===== config.mk =====
export PLATFORM = sky130hd
export DESIGN_NAME = noc_leaf_if_flat
export DESIGN_NICKNAME = d
export VERILOG_FILES = /design/src/rtl/noc_pkg.sv /design/src/rtl/noc_leaf_if_if.sv /design/src/rtl/noc_sync_fifo.sv /design/src/rtl/noc_leaf_if.sv /design/src/flat_wrapper.sv
export SDC_FILE = /design/constraint.sdc
export NUM_CORES = 1
export LEC_CHECK = 0
export CAP_MARGIN = 0
export CORE_MARGIN = 2
export CORE_UTILIZATION = 50
export DETAILED_ROUTE_END_ITERATION = 7
export PLACE_DENSITY = 0.75
export SYNTH_ARGS = -nofsm -noshare
export SYNTH_HDL_FRONTEND = slang
export SYNTH_HIERARCHICAL = 1
export SYNTH_SLANG_ARGS = --single-unit

===== constraint.sdc =====
create_clock -name i_sclk -period 4.35 [get_ports i_sclk]
set_input_delay 0.435 -clock i_sclk [delete_from_list [all_inputs] [get_ports i_sclk]]
set_output_delay 0.435 -clock i_sclk [all_outputs]
set_load 0.02 [all_outputs]

===== src/rtl/noc_pkg.sv =====
// Shared flit layout, widths and helpers for the NoC leaf interface.
package noc_pkg;

  localparam int unsigned DATA_WIDTH    = 34;
  localparam int unsigned ADDR_WIDTH    = 2;
  localparam int unsigned PAYLOAD_WIDTH = DATA_WIDTH - ADDR_WIDTH;
  localparam int unsigned DEST_MSB      = DATA_WIDTH - 1;
  localparam int unsigned DEST_LSB      = DATA_WIDTH - ADDR_WIDTH;
  localparam int unsigned STAT_WIDTH    = 16;

  typedef logic [ADDR_WIDTH-1:0]    addr_t;
  typedef logic [PAYLOAD_WIDTH-1:0] payload_t;

  typedef struct packed {
    addr_t    dest;
    payload_t payload;
  } flit_t;

  function automatic flit_t flit_pack(input addr_t dest, input payload_t payload);
    flit_t f;
    f.dest    = dest;
    f.payload = payload;
    return f;
  endfunction

  function automatic addr_t flit_dest(input flit_t f);
    return f[DEST_MSB:DEST_LSB];
  endfunction

  function automatic payload_t flit_payload(input flit_t f);
    return f.payload;
  endfunction

  // Saturating increment for the statistics counters.
  function automatic logic [STAT_WIDTH-1:0] stat_inc(input logic [STAT_WIDTH-1:0] v,
                                                     input logic en);
    return (en && (v != '1)) ? v + STAT_WIDTH'(1) : v;
  endfunction

endpackage


===== src/rtl/noc_leaf_if_if.sv =====
// PE-side and switch-side handshake bundle of the NoC leaf interface.
interface noc_leaf_bus
  import noc_pkg::*;
#(
  parameter int unsigned DataWidth = DATA_WIDTH,
  parameter int unsigned AddrWidth = ADDR_WIDTH
);
  localparam int unsigned PayloadWidth = DataWidth - AddrWidth;

  logic [PayloadWidth-1:0] i_pe_data;
  logic [AddrWidth-1:0]    i_pe_dest;
  logic                    i_pe_data_valid;
  logic                    o_pe_data_ready;
  logic [PayloadWidth-1:0] o_pe_data;
  logic                    o_pe_src_valid;
  logic                    i_pe_data_ready;
  logic [DataWidth-1:0]    o_noc_data;
  logic                    o_noc_data_valid;
  logic                    i_noc_data_ready;
  logic [DataWidth-1:0]    i_noc_data;
  logic                    i_noc_data_valid;
  logic                    o_noc_data_ready;
  logic                    o_misroute;

  modport slave (
    input  i_pe_data, i_pe_dest, i_pe_data_valid, i_pe_data_ready,
           i_noc_data_ready, i_noc_data, i_noc_data_valid,
    output o_pe_data_ready, o_pe_data, o_pe_src_valid, o_noc_data,
           o_noc_data_valid, o_noc_data_ready, o_misroute
  );

  modport master (
    output i_pe_data, i_pe_dest, i_pe_data_valid, i_pe_data_ready,
           i_noc_data_ready, i_noc_data, i_noc_data_valid,
    input  o_pe_data_ready, o_pe_data, o_pe_src_valid, o_noc_data,
           o_noc_data_valid, o_noc_data_ready, o_misroute
  );

endinterface


===== src/rtl/noc_sync_fifo.sv =====
// Synchronous FIFO with registered count/full/empty; power-of-two depth, no fall-through.
module noc_sync_fifo #(
  parameter int unsigned Depth = 4,
  parameter int unsigned Width = 32,
  localparam int unsigned CntW = $clog2(Depth + 1)
) (
  input  logic             clk,
  input  logic             rst,
  input  logic             push,
  input  logic             pop,
  input  logic [Width-1:0] wdata,
  output logic [Width-1:0] rdata,
  output logic [CntW-1:0]  count,
  output logic             full,
  output logic             empty
);
  localparam int unsigned PtrW = $clog2(Depth);

  logic [Width-1:0] mem [Depth];
  logic [PtrW-1:0]  wr_ptr;
  logic [PtrW-1:0]  rd_ptr;
  logic [CntW-1:0]  count_nxt;
  logic             push_ok;
  logic             pop_ok;

  assign push_ok = push && !full;
  assign pop_ok  = pop && !empty;
  assign rdata   = mem[rd_ptr];

  always_comb begin
    count_nxt = count;
    if (push_ok && !pop_ok) begin
      count_nxt = count + CntW'(1);
    end else if (pop_ok && !push_ok) begin
      count_nxt = count - CntW'(1);
    end
  end

  // Storage is cleared on reset so the head output reads zero afterwards.
  always_ff @(posedge clk) begin
    if (rst) begin
      for (int i = 0; i < int'(Depth); i++) begin
        mem[i] <= '0;
      end
      wr_ptr <= '0;
      rd_ptr <= '0;
      count  <= '0;
      full   <= 1'b0;
      empty  <= 1'b1;
    end else begin
      if (push_ok) begin
        mem[wr_ptr] <= wdata;
        wr_ptr      <= wr_ptr + PtrW'(1);
      end
      if (pop_ok) begin
        rd_ptr <= rd_ptr + PtrW'(1);
      end
      count <= count_nxt;
      full  <= (count_nxt == CntW'(Depth));
      empty <= (count_nxt == '0);
    end
  end

endmodule


===== src/rtl/noc_leaf_if.sv =====
// Leaf network interface: TX FIFO from PE to switch, address-checked 2-entry RX buffer to PE.
// Optional statistics counters are enabled with NOC_LEAF_IF_STATS_EN.
module noc_leaf_if
  import noc_pkg::*;
#(
  parameter int unsigned DataWidth = DATA_WIDTH,
  parameter int unsigned AddrWidth = ADDR_WIDTH,
  parameter int unsigned MyAddr    = 0,
  parameter int unsigned TxDepth   = 4
) (
  input logic        i_sclk,
  input logic        i_reset,
  noc_leaf_bus.slave bus
`ifdef NOC_LEAF_IF_STATS_EN
  ,
  output logic [STAT_WIDTH-1:0] o_tx_count,
  output logic [STAT_WIDTH-1:0] o_rx_count,
  output logic [STAT_WIDTH-1:0] o_drop_count
`endif
);
  localparam int unsigned PayloadWidth = DataWidth - AddrWidth;
  localparam int unsigned RxDepth      = 2;
  localparam int unsigned TxCntW       = $clog2(TxDepth + 1);
  localparam int unsigned RxCntW       = $clog2(RxDepth + 1);

  logic                    tx_push, tx_pop, tx_full, tx_empty;
  logic [TxCntW-1:0]       tx_count;
  logic [DataWidth-1:0]    tx_wdata, tx_rdata;

  logic                    rx_accept, rx_hit, rx_push, rx_pop, rx_full, rx_empty;
  logic [RxCntW-1:0]       rx_count;
  logic [PayloadWidth-1:0] rx_wdata, rx_rdata;
  logic                    misroute;
  logic                    unused_ok;

  // TX: readiness reflects registered FIFO state only, never the incoming valid.
  assign tx_push  = bus.i_pe_data_valid && !tx_full;
  assign tx_pop   = bus.i_noc_data_ready && !tx_empty;
  assign tx_wdata = flit_pack(bus.i_pe_dest, bus.i_pe_data);

  noc_sync_fifo #(.Depth(TxDepth), .Width(DataWidth)) u_tx_fifo (
    .clk   (i_sclk),
    .rst   (i_reset),
    .push  (tx_push),
    .pop   (tx_pop),
    .wdata (tx_wdata),
    .rdata (tx_rdata),
    .count (tx_count),
    .full  (tx_full),
    .empty (tx_empty)
  );

  assign bus.o_pe_data_ready  = !tx_full;
  assign bus.o_noc_data_valid = !tx_empty;
  assign bus.o_noc_data       = tx_rdata;

  // RX: every accepted flit is consumed; only our own address enters the buffer.
  assign rx_accept = bus.i_noc_data_valid && !rx_full;
  assign rx_hit    = (flit_dest(bus.i_noc_data) == AddrWidth'(MyAddr));
  assign rx_push   = rx_accept && rx_hit;
  assign rx_pop    = bus.i_pe_data_ready && !rx_empty;
  assign rx_wdata  = flit_payload(bus.i_noc_data);

  noc_sync_fifo #(.Depth(RxDepth), .Width(PayloadWidth)) u_rx_fifo (
    .clk   (i_sclk),
    .rst   (i_reset),
    .push  (rx_push),
    .pop   (rx_pop),
    .wdata (rx_wdata),
    .rdata (rx_rdata),
    .count (rx_count),
    .full  (rx_full),
    .empty (rx_empty)
  );

  assign bus.o_noc_data_ready = !rx_full;
  assign bus.o_pe_src_valid   = !rx_empty;
  assign bus.o_pe_data        = rx_rdata;

  always_ff @(posedge i_sclk) begin
    if (i_reset) begin
      misroute <= 1'b0;
    end else begin
      misroute <= rx_accept && !rx_hit;
    end
  end

  assign bus.o_misroute = misroute;
  assign unused_ok      = ^{tx_count, rx_count};

`ifdef NOC_LEAF_IF_STATS_EN
  always_ff @(posedge i_sclk) begin
    if (i_reset) begin
      o_tx_count   <= '0;
      o_rx_count   <= '0;
      o_drop_count <= '0;
    end else begin
      o_tx_count   <= stat_inc(o_tx_count, tx_pop);
      o_rx_count   <= stat_inc(o_rx_count, rx_pop);
      o_drop_count <= stat_inc(o_drop_count, rx_accept && !rx_hit);
    end
  end
`endif

endmodule


===== src/flat_wrapper.sv =====
// flat-port wrapper written by rule: the top's interface ports become plain ports
module noc_leaf_if_flat import noc_pkg::*;
#(
  parameter int unsigned DataWidth = DATA_WIDTH,
  parameter int unsigned AddrWidth = ADDR_WIDTH,
  parameter int unsigned MyAddr    = 0,
  parameter int unsigned TxDepth   = 4
)
  (i_sclk, i_reset, bus_i_pe_data, bus_i_pe_dest, bus_i_pe_data_valid, bus_i_pe_data_ready, bus_i_noc_data_ready, bus_i_noc_data, bus_i_noc_data_valid, bus_o_pe_data_ready, bus_o_pe_data, bus_o_pe_src_valid, bus_o_noc_data, bus_o_noc_data_valid, bus_o_noc_data_ready, bus_o_misroute);
  noc_leaf_bus #(.DataWidth(DataWidth), .AddrWidth(AddrWidth)) bus_i ();
  input logic i_sclk;
  input logic i_reset;
  input wire logic [$bits(bus_i.i_pe_data)-1:0] bus_i_pe_data;
  input wire logic [$bits(bus_i.i_pe_dest)-1:0] bus_i_pe_dest;
  input wire logic [$bits(bus_i.i_pe_data_valid)-1:0] bus_i_pe_data_valid;
  input wire logic [$bits(bus_i.i_pe_data_ready)-1:0] bus_i_pe_data_ready;
  input wire logic [$bits(bus_i.i_noc_data_ready)-1:0] bus_i_noc_data_ready;
  input wire logic [$bits(bus_i.i_noc_data)-1:0] bus_i_noc_data;
  input wire logic [$bits(bus_i.i_noc_data_valid)-1:0] bus_i_noc_data_valid;
  output wire logic [$bits(bus_i.o_pe_data_ready)-1:0] bus_o_pe_data_ready;
  output wire logic [$bits(bus_i.o_pe_data)-1:0] bus_o_pe_data;
  output wire logic [$bits(bus_i.o_pe_src_valid)-1:0] bus_o_pe_src_valid;
  output wire logic [$bits(bus_i.o_noc_data)-1:0] bus_o_noc_data;
  output wire logic [$bits(bus_i.o_noc_data_valid)-1:0] bus_o_noc_data_valid;
  output wire logic [$bits(bus_i.o_noc_data_ready)-1:0] bus_o_noc_data_ready;
  output wire logic [$bits(bus_i.o_misroute)-1:0] bus_o_misroute;
  assign bus_i.i_pe_data = bus_i_pe_data;
  assign bus_i.i_pe_dest = bus_i_pe_dest;
  assign bus_i.i_pe_data_valid = bus_i_pe_data_valid;
  assign bus_i.i_pe_data_ready = bus_i_pe_data_ready;
  assign bus_i.i_noc_data_ready = bus_i_noc_data_ready;
  assign bus_i.i_noc_data = bus_i_noc_data;
  assign bus_i.i_noc_data_valid = bus_i_noc_data_valid;
  assign bus_o_pe_data_ready = bus_i.o_pe_data_ready;
  assign bus_o_pe_data = bus_i.o_pe_data;
  assign bus_o_pe_src_valid = bus_i.o_pe_src_valid;
  assign bus_o_noc_data = bus_i.o_noc_data;
  assign bus_o_noc_data_valid = bus_i.o_noc_data_valid;
  assign bus_o_noc_data_ready = bus_i.o_noc_data_ready;
  assign bus_o_misroute = bus_i.o_misroute;
  noc_leaf_if #(.DataWidth(DataWidth), .AddrWidth(AddrWidth), .MyAddr(MyAddr), .TxDepth(TxDepth)) u_core (.i_sclk(i_sclk), .i_reset(i_reset), .bus(bus_i));
endmodule

==> results of run 1 <==
-- stage by stage --
step	area, um^2	worst slack (ns)
after floorplan	9700	0.340
after global placement	11400	1.24
after detailed placement	11400	1.15
after CTS	12100	1.26
after global routing	12100	1.20
final	12100	1.33
-- cell type report --
| class | instances | area [um^2] | share of cell area |
|---|---|---|---|
| Sequential cell | 219 | 6390 | 0.529 |
| Tap cell | 260 | 325 | 0.0269 |
| Clock inverter | 9 | 104 | 0.00860 |
| Clock buffer | 30 | 621 | 0.0514 |
| Timing Repair Buffer | 158 | 1550 | 0.128 |
| Antenna cell | 1 | 2.50 | 0.000207 |
| Multi-Input combinational cell | 355 | 3060 | 0.253 |
| Inverter | 10 | 37.5 | 0.00311 |
-- worst max-delay path, stage by stage, from the launching register on --
cell and delay, ns:
dfxtp_2 0.55, buf_4 0.37, mux4_2 0.59, clkdlybuf4s50_1 0.56
-- sequential cells by signal, indices dropped and copies added (netlist names), 2 cells and up, named ones only --
name	count
u_core/u_tx_fifo/mem	136
u_core/u_rx_fifo/mem	64
u_core/u_tx_fifo/count	3
u_core/u_rx_fifo/count	2
u_core/u_tx_fifo/rd_ptr	2
u_core/u_tx_fifo/wr_ptr	2
-- per-layer routing --
| metal | up-vias | track usage | routed length [um] |
|---|---|---|---|
| met4 | 0 | 0.0624 | 512 |
| met1 | 2732 | 0.250 | 8120 |
| met5 | - | 0 | 0 |
| met2 | 174 | 0.352 | 10300 |
| li1 | 2560 | - | - |
| met3 | 34 | 0.0285 | 1170 |
-- power by group through the flow --
stage / sequential (mW) / clock (mW) / combinational (mW)
2_1_floorplan: 2.58 / 0 / 0.503
3_3_place_gp: 2.60 / 0 / 0.811
3_5_place_dp: 2.61 / 0 / 0.835
4_1_cts: 2.57 / 1.91 / 0.839
5_1_grt: 2.59 / 2.00 / 0.886
6_report: 2.57 / 1.88 / 0.831
-- kinds of logic after synthesis --
group / count (synthesis)
buffers and inverters: 51
flip-flops: 219
AO/OA/AOI/OAI: 17
XOR/XNOR: 10
multiplexers: 67
AND/OR/NAND/NOR: 259
adder cells (fa/ha/maj): 2
-- layout by cell type (no fill, tap or decap), types with 5 or more instances in the layout --
master           instances
edfxtp_1               200
and2_1                 166
clkdlybuf4s50_1        144
and3_1                  37
mux4_2                  34
mux2_2                  31
clkbuf_16               22
nor2_1                  18
dfxtp_1                 17
buf_4                   14
inv_1                    8
xnor2_1                  8
nor2b_1                  6
nor3_1                   5
-- how the worst max path moves through the flow --
| stage | cells after the start | start | to | slack (ns) |
|---|---|---|---|---|
| 2_1_floorplan | 6 | bus_i_pe_data_valid | u_core/u_tx_fifo/mem[1][0] | 0.34 |
| 3_3_place_gp | 5 | bus_i_pe_data_valid | u_core/u_tx_fifo/mem[3][19] | 1.24 |
| 3_5_place_dp | 5 | bus_i_pe_data_valid | u_core/u_tx_fifo/mem[3][19] | 1.15 |
| 4_1_cts | 3 | flop | bus_o_noc_data[33] | 1.26 |
| 5_1_grt | 3 | flop | bus_o_noc_data[33] | 1.20 |
| 6_report | 3 | flop | bus_o_noc_data[33] | 1.33 |
==> results.sh, run 1 <==
export IMPL_cp_data_arrival_time_ns=2.59
export IMPL_grt_max_degree=39
export IMPL_finalCritPeriodShare=0.694
export IMPL_synth_ff_type="edfxtp_1"
export IMPL_drtAntennaViolNets=0
export IMPL_drt_iter0_markers=353
export IMPL_worst_slew_pin_slew_ns=1.24
export IMPL_synthAdderAreaFrac=0.00258
export IMPL_yosysTopAreaCell="edfxtp_1"
export IMPL_swShare=0.240
export IMPL_drc=0
export IMPL_synth_distinct_cells=47
export IMPL_grt_pass1_wl_mm=31.2
export IMPL_nFillCells=1399
export IMPL_status="completed"
export IMPL_ys_ff_latch=219
export IMPL_synth_avg_cell_area_um2=15.5
export IMPL_slew_headroom=0.173
export IMPL_slew_violations=0
export IMPL_cts_buffers=22
export IMPL_cts_resized=0
export IMPL_syn_inst=625
export IMPL_crit_type="flop to primary output"
export IMPL_synth_top_cells_by_area="edfxtp_1, and2_1, mux4_2, dfxtp_1, mux2_2"
export IMPL_antenna_found_initial=1
export IMPL_yosys_top_cells_count="edfxtp_1, and2_1, and3_1, mux4_2, mux2_2"
export IMPL_stdcell_count=1042
export IMPL_hp_start="u_core/u_tx_fifo/rd_ptr[1]"
export IMPL_path_clk_slew_ns=0.06
export IMPL_max_cap_violations=0
export IMPL_total_power_mw=5.28
export IMPL_synth_top_family_by_area="simple AND/OR/NAND/NOR gates"
export IMPL_globalRouteTotalUtil=0.197
export IMPL_setup_violations=0
export IMPL_drive_gt1_frac=0.175
export IMPL_grt_overflow_total=0
export IMPL_reg2reg_from="u_core/u_tx_fifo/full"
export IMPL_syn_nets=701
export IMPL_synth_cell_area_mm2=0.00970
export IMPL_cts_tree="yes"
export IMPL_ctsHoldBuffers=0
export IMPL_p_seq_frac=0.487
export IMPL_port_buffer_count=144
export IMPL_fin_crit_ns=3.02
export IMPL_vias_per_cell=5.28
export IMPL_fin_util=0.639
export IMPL_dp_hpwl_mm=12.6
export IMPL_cts_root_buf="clkbuf_16"
export IMPL_synth_xor_area_frac=0.00980
export IMPL_worstSkewPairLatency_ns=0.52
export IMPL_core_rowCount=50
export IMPL_reg2reg_slack_ns=1.69
export IMPL_holdWs_ns=0.517
export IMPL_place_inst=1002
export IMPL_htree_levels=1
export IMPL_dieArea_mm2=0.0205
export IMPL_cellPowerDensity_mw_per_mm2=437
export IMPL_cts_buffer_depth=3
export IMPL_fmax_mhz=331
export IMPL_via_count=5500
export IMPL_synth_edf_count=200
export IMPL_numClockSinks=219
export IMPL_endpoint_kind="primary output"
export IMPL_cp_max_fo=14
export IMPL_yosys_area_share_simple=0.168
export IMPL_synth_seq_area_share=0.658
export IMPL_grt_pass1_vias=5875
export IMPL_synthArstFlopShare=0
export IMPL_postCtsSetupRepairBufs=0
export IMPL_core_mm2=0.0189
export IMPL_die_width_um=143
export IMPL_grt_setup_unrepaired="no"
export IMPL_hold_path_cell_count=2
export IMPL_wirelength_mm=20.1
export IMPL_ys_warn_count=6
export IMPL_start_util=0.513
export IMPL_reg2regPathDepth=4
export IMPL_post_drt_wl_per_cell_um=19.3
export IMPL_leakagePower_nw=4.48
export IMPL_synth_compound_area_frac=0.0123
export IMPL_final_nets=842
export IMPL_dieHeight_um=143
export IMPL_muxShareOfSynthArea=0.117
export IMPL_synth_most_common_cell="edfxtp_1"
export IMPL_p_sw_mw=1.27
export IMPL_tns_ns=0
export IMPL_dr_pass1_iters=4
export IMPL_clockPowerShare=0.356
export IMPL_p_int_mw=4.01
export IMPL_io_pins=145
export IMPL_gp_congestion=0.748
export IMPL_skew_ns=0.0279
export IMPL_combPwrFrac=0.158
export IMPL_hold_viol_final=0
export IMPL_hp_class="flop to flop"
export IMPL_ir_drop_v=0.000247
export IMPL_crit_required_ns=3.91
export IMPL_yosysTopAreaCellShare=0.619
export IMPL_area_growth_pct=24.5
export IMPL_r2r_end="u_core/u_tx_fifo/mem[3][28]"
export IMPL_crit_path_start_kind="flop"
Power figures use the tool's default switching activity.
==> inputs of run 2 (changes only) <==
Settings changed: CORE_UTILIZATION 50 to 49, PLACE_DENSITY 0.75 to 0.76.
Clock period 4.35 ns to 2.5 ns, I/O delays scaled along.
==> run 2 against run 1 <==
  * Core utilization fell by 0.88 points
  * Largest power group unchanged
  * Largest cell class unchanged
  * Sequential power rose by 73%
  * Cell count up 1.5%
  * Wire length is 0.20% lower
  * Worst setup slack lost 1.3 ns
  * Clock-buffer cell count shrank 4
  * Die area rose by 2.0%
  * Highest routed layer unchanged
  * Sequential share of layout area down 0.83 points
  * First-iteration DRC count shrank 5.7%
  * Via count grew 0.71%
  * Hold slack got worse by 0.14 ns
==> results.sh, run 2 (synthesis gave the netlist of run 1 again) <==
export IMPL_multi_input_area_mm2=0.00306
export IMPL_seq_area_mm2=0.00639
export IMPL_fin_ws_ns=0.0693
export IMPL_slew_violations=0
export IMPL_drt_iter0_markers=333
export IMPL_total_power_mw=9.32
export IMPL_place_ws_ns=0.351
export IMPL_via_count=5539
export IMPL_cts_buffers=23
export IMPL_dieArea_mm2=0.0209
export IMPL_final_nets=852
export IMPL_grt_util_met1=0.242
export IMPL_skew_ns=0.00621
export IMPL_status="completed"
export IMPL_die_width_um=145
export IMPL_grt_overflow_total=0
export IMPL_cp_data_arrival_time_ns=2.18
export IMPL_start_util=0.498
export IMPL_top_regs="u_core/u_tx_fifo/mem x136, u_core/u_rx_fifo/mem x64, u_core/u_tx_fifo/count x3"
export IMPL_stdcell_count=1058
export IMPL_htree_levels=1
export IMPL_hp_class="input pin to flop"
export IMPL_cp_max_fo=17
export IMPL_io_pins=145
export IMPL_cellPowerDensity_mw_per_mm2=759
export IMPL_endpoint_kind="primary output"
export IMPL_drive_gt1_frac=0.187
export IMPL_dieHeight_um=145
export IMPL_grt_util_met3=0.0217
export IMPL_nFillCells=1378
export IMPL_crit_path_start_kind="flop"
export IMPL_cts_root_buf="clkbuf_16"
export IMPL_final_common_cell="edfxtp_1"
export IMPL_final_cell_mix="edfxtp_1, and2_1, clkdlybuf4s50_1, and3_1, mux4_2"
export IMPL_crit_type="flop to primary output"
export IMPL_worst_slew_pin_slew_ns=0.518
export IMPL_worstSkewPairLatency_ns=0.50
export IMPL_area_growth_pct=26.5
export IMPL_globalRouteTotalUtil=0.194
export IMPL_grt_most_used_layer="met2"
export IMPL_post_drt_wl_per_cell_um=19.0
export IMPL_grt_max_degree=35
export IMPL_gp_congestion=0.747
export IMPL_fmax_mhz=411
export IMPL_core_rowCount=51
export IMPL_dp_hpwl_mm=12.7
export IMPL_drc=0
export IMPL_grt_pass1_wl_mm=31.1
export IMPL_dr_pass1_iters=5
export IMPL_numClockSinks=219
export IMPL_ir_drop_v=0.000438
export IMPL_largest_reg_flops=136
export IMPL_cts_buffer_depth=3
export IMPL_finalCritPeriodShare=0.972
export IMPL_largest_register="u_core/u_tx_fifo/mem"
export IMPL_drtAntennaViolNets=0
export IMPL_antenna_found_initial=1
export IMPL_slew_headroom=0.654
export IMPL_wirelength_mm=20.1
export IMPL_setup_violations=0
export IMPL_grtUsageMet2=0.350
export IMPL_reg2reg_slack_ns=0.69
export IMPL_vias_per_cell=5.24
export IMPL_port_buffer_count=144
export IMPL_max_cap_violations=0
export IMPL_hold_viol_final=0
export IMPL_tns_ns=0
export IMPL_grt_pass1_vias=5971
export IMPL_place_inst=1015
export IMPL_grt_setup_unrepaired="no"
export IMPL_cts_tree="yes"
export IMPL_crit_required_ns=2.25
export IMPL_fin_crit_ns=2.43
export IMPL_leakagePower_nw=4.66
export IMPL_postCtsSetupRepairBufs=0
export IMPL_path_clk_slew_ns=0.06
export IMPL_holdWs_ns=0.378
export IMPL_core_mm2=0.0195
-- run 2: final cells by class --
cell class / instances / share of cell area
Tap cell: 265 / 0.0270
Inverter: 10 / 0.00306
Multi-Input combinational cell: 355 / 0.249
Clock inverter: 15 / 0.0147
Clock buffer: 26 / 0.0478
Sequential cell: 219 / 0.521
Timing Repair Buffer: 167 / 0.138
Antenna cell: 1 / 0.000204
-- run 2: power breakdown --
part | switching, mW | internal (mW)
sequential | 0.118 | 4.33
clock | 1.33 | 2.10
combinational | 0.769 | 0.672
-- run 2: metal layers --
layer,part of all wire,vias up,routed length [um]
li1,-,2585,-
met4,0.027,0,548
met1,0.39,2751,7830
met2,0.53,168,10600
met3,0.055,35,1110
met5,0,-,0
-- run 2: worst max-delay path, stage by stage (launching register included) --
cell and delay [ns]:
dfxtp_2 0.41, buf_12 0.21, mux4_2 0.51, clkdlybuf4s50_1 0.55
-- run 2: final timing paths --
kind | from | endpoint | cells after the start
worst min-delay path | bus_i_noc_data_valid | u_core/bus.o_misroute | 3
worst max-delay path | flop | bus_o_noc_data[1] | 3
worst min register to register | u_core/u_rx_fifo/rd_ptr | u_core/u_rx_fifo/rd_ptr | 2
worst max register to register | u_core/u_tx_fifo/full | u_core/u_tx_fifo/mem[1][30] | 5
-- run 2: repair_timing --
action                     4_1_cts  5_1_grt
setup endpoints to repair       33        1
hold buffers                     0        0
pin swaps                        0        0
resized for setup               33        0
gates cloned                     0        1
-- run 2: metrics by stage --
stage / utilization / area [um^2]
after floorplan: - / 9710
after global placement: 0.592 / 11500
after detailed placement: 0.592 / 11500
after CTS: 0.629 / 12200
after global routing: 0.630 / 12300
final: 0.631 / 12300
==> inputs of run 3 (changes only) <==
Settings changed: CORE_UTILIZATION 49 to 50, DONT_BUFFER_PORTS set to 1, PLACE_DENSITY 0.76 to 0.68.
==> run 3 against run 2 <==
  * Clock power down 2%
  * Cell count shrank 7.6%
  * Die area down 1.9%
  * Maximum frequency grew 9.6%
  * Critical path depth fell by 1
  * Global-route usage rose by 0.15 points
  * Power down 3.3%
  * Register-to-register slack lost 0.24 ns
  * Worst setup slack better by 0.21 ns
  * Critical endpoint is now bus_o_noc_data[12]
  * Largest cell class unchanged
  * Highest routed layer unchanged
==> results.sh, run 3 (synthesis gave the netlist of run 1 again) <==
export IMPL_status="completed"
export IMPL_path_depth=2
export IMPL_grt_setup_unrepaired="no"
export IMPL_hold_viol_final=0
export IMPL_reg2regPathDepth=7
export IMPL_largest_register="u_core/u_tx_fifo/mem"
export IMPL_p_int_mw=6.84
export IMPL_antenna_found_initial=2
export IMPL_grt_pass1_wl_mm=30.8
export IMPL_start_util=0.513
export IMPL_leakagePower_nw=4.28
export IMPL_slew_headroom=0.532
export IMPL_hold_path_cell_count=2
export IMPL_place_ws_ns=0.487
export IMPL_fin_crit_ns=2.22
export IMPL_slowest_delay_ns=0.74
export IMPL_final_common_cell="edfxtp_1"
export IMPL_cp_top_family="flip-flops"
export IMPL_dr_pass1_iters=5
export IMPL_post_drt_wl_per_cell_um=20.2
export IMPL_top_regs="u_core/u_tx_fifo/mem x136, u_core/u_rx_fifo/mem x64, u_core/u_tx_fifo/count x3"
export IMPL_place_inst=866
export IMPL_fin_ws_ns=0.283
export IMPL_skew_ns=0.0115
export IMPL_max_cap_violations=0
export IMPL_die_width_um=143
export IMPL_drive_gt1_frac=0.203
export IMPL_cts_buffers=23
export IMPL_cellPowerDensity_mw_per_mm2=785
export IMPL_slew_violations=0
export IMPL_endpoint_kind="primary output"
export IMPL_path_clk_slew_ns=0.06
export IMPL_gp_congestion=0.777
export IMPL_drt_iter0_markers=374
export IMPL_crit_path_start_kind="flop"
export IMPL_clockPowerShare=0.373
export IMPL_cp_slowest_cell="dfxtp_2"
export IMPL_area_growth_pct=18.4
export IMPL_drc=0
export IMPL_dp_hpwl_mm=12.2
export IMPL_core_mm2=0.0189
export IMPL_largest_reg_flops=136
export IMPL_worst_slew_pin_slew_ns=0.700
export IMPL_grt_pass1_vias=5532
export IMPL_setup_violations=0
export IMPL_numClockSinks=219
export IMPL_crit_required_ns=2.25
export IMPL_p_sw_mw=2.18
export IMPL_ir_drop_v=0.000418
export IMPL_combPwrFrac=0.132
export IMPL_cts_resized=0
export IMPL_crit_chain="buf_4, mux4_2"
export IMPL_vias_per_cell=5.31
export IMPL_postCtsSetupRepairBufs=0
export IMPL_port_buffer_count=0
export IMPL_final_cell_mix="edfxtp_1, and2_1, dlygate4sd3_1, and3_1, mux4_2"
export IMPL_stdcell_count=978
export IMPL_wirelength_mm=19.8
export IMPL_crit_buf_inv=1
export IMPL_finalCritPeriodShare=0.887
export IMPL_p_seq_frac=0.494
export IMPL_cts_buffer_depth=3
export IMPL_core_rowCount=50
export IMPL_worstSkewPairLatency_ns=0.50
export IMPL_drtAntennaViolNets=0
export IMPL_dieArea_mm2=0.0205
export IMPL_crit_type="flop to primary output"
export IMPL_cts_tree="yes"
export IMPL_nFillCells=1428
export IMPL_dieHeight_um=143
export IMPL_io_pins=145
export IMPL_cp_data_arrival_time_ns=1.97
export IMPL_grt_overflow_total=0
export IMPL_globalRouteTotalUtil=0.196
export IMPL_fmax_mhz=451
export IMPL_cts_root_buf="clkbuf_16"
export IMPL_grt_max_degree=39
export IMPL_hp_class="input pin to flop"
export IMPL_via_count=5195
export IMPL_final_nets=777
export IMPL_swShare=0.242
export IMPL_htree_levels=1
export IMPL_cp_max_fo=23
==> run 3: timing repair <==
item / in CTS / in global routing
hold endpoints to repair: 216 / 0
hold buffers: 70 / 0
setup endpoints to repair: 0 / 0
==> run 3: metal layers <==
| layer | part of all wire | global-route usage | vias to the layer above |
|---|---|---|---|
| met5 | 0 | 0 | - |
| met4 | 0.014 | 0.0433 | 0 |
| met3 | 0.071 | 0.0429 | 28 |
| met2 | 0.51 | 0.334 | 146 |
| met1 | 0.41 | 0.260 | 2591 |
| li1 | - | - | 2430 |
==> run 3: metrics by stage <==
stage	area, um^2	hold slack, ns	total power, mW	util	TNS (ns)
6_report	11500	0.0131	9.02	0.608	0
3_5_place_dp	10000	0.321	5.62	0.531	0
3_3_place_gp	10000	0.320	5.57	0.531	0
2_1_floorplan	9710	0.320	5.37	-	-35.43
4_1_cts	11500	0.00443	9.09	0.608	0
5_1_grt	11500	0.0105	9.34	0.608	0
==> run 3: final cells by class <==
type	count	area, um^2	area share
Multi-Input combinational cell	355	3060	0.266
Inverter	10	37.5	0.00327
Clock buffer	29	608	0.0529
Clock inverter	11	136	0.0119
Sequential cell	219	6390	0.556
Tap cell	260	325	0.0283
Antenna cell	2	5.00	0.000436
Timing Repair Buffer	92	928	0.0808
==> run 3: final timing paths <==
path | from | end | slack [ns]
setup / recovery | flop | bus_o_noc_data[12] | 0.28
hold / removal | i_reset | u_core/u_rx_fifo/count[1] | 0.01
setup reg to reg | u_core/u_tx_fifo/full | u_core/u_tx_fifo/empty | 0.45
hold reg to reg | u_core/u_tx_fifo/rd_ptr[1] | flop | 0.52
==> run 3: power groups by stage <==
| stage | sequential (mW) | combinational (mW) | clock [mW] |
|---|---|---|---|
| floorplan | 4.49 | 0.878 | 0 |
| global placement | 4.51 | 1.06 | 0 |
| detailed placement | 4.53 | 1.09 | 0 |
| CTS | 4.46 | 1.21 | 3.42 |
| global route | 4.49 | 1.28 | 3.57 |
| finish | 4.45 | 1.19 | 3.37 |
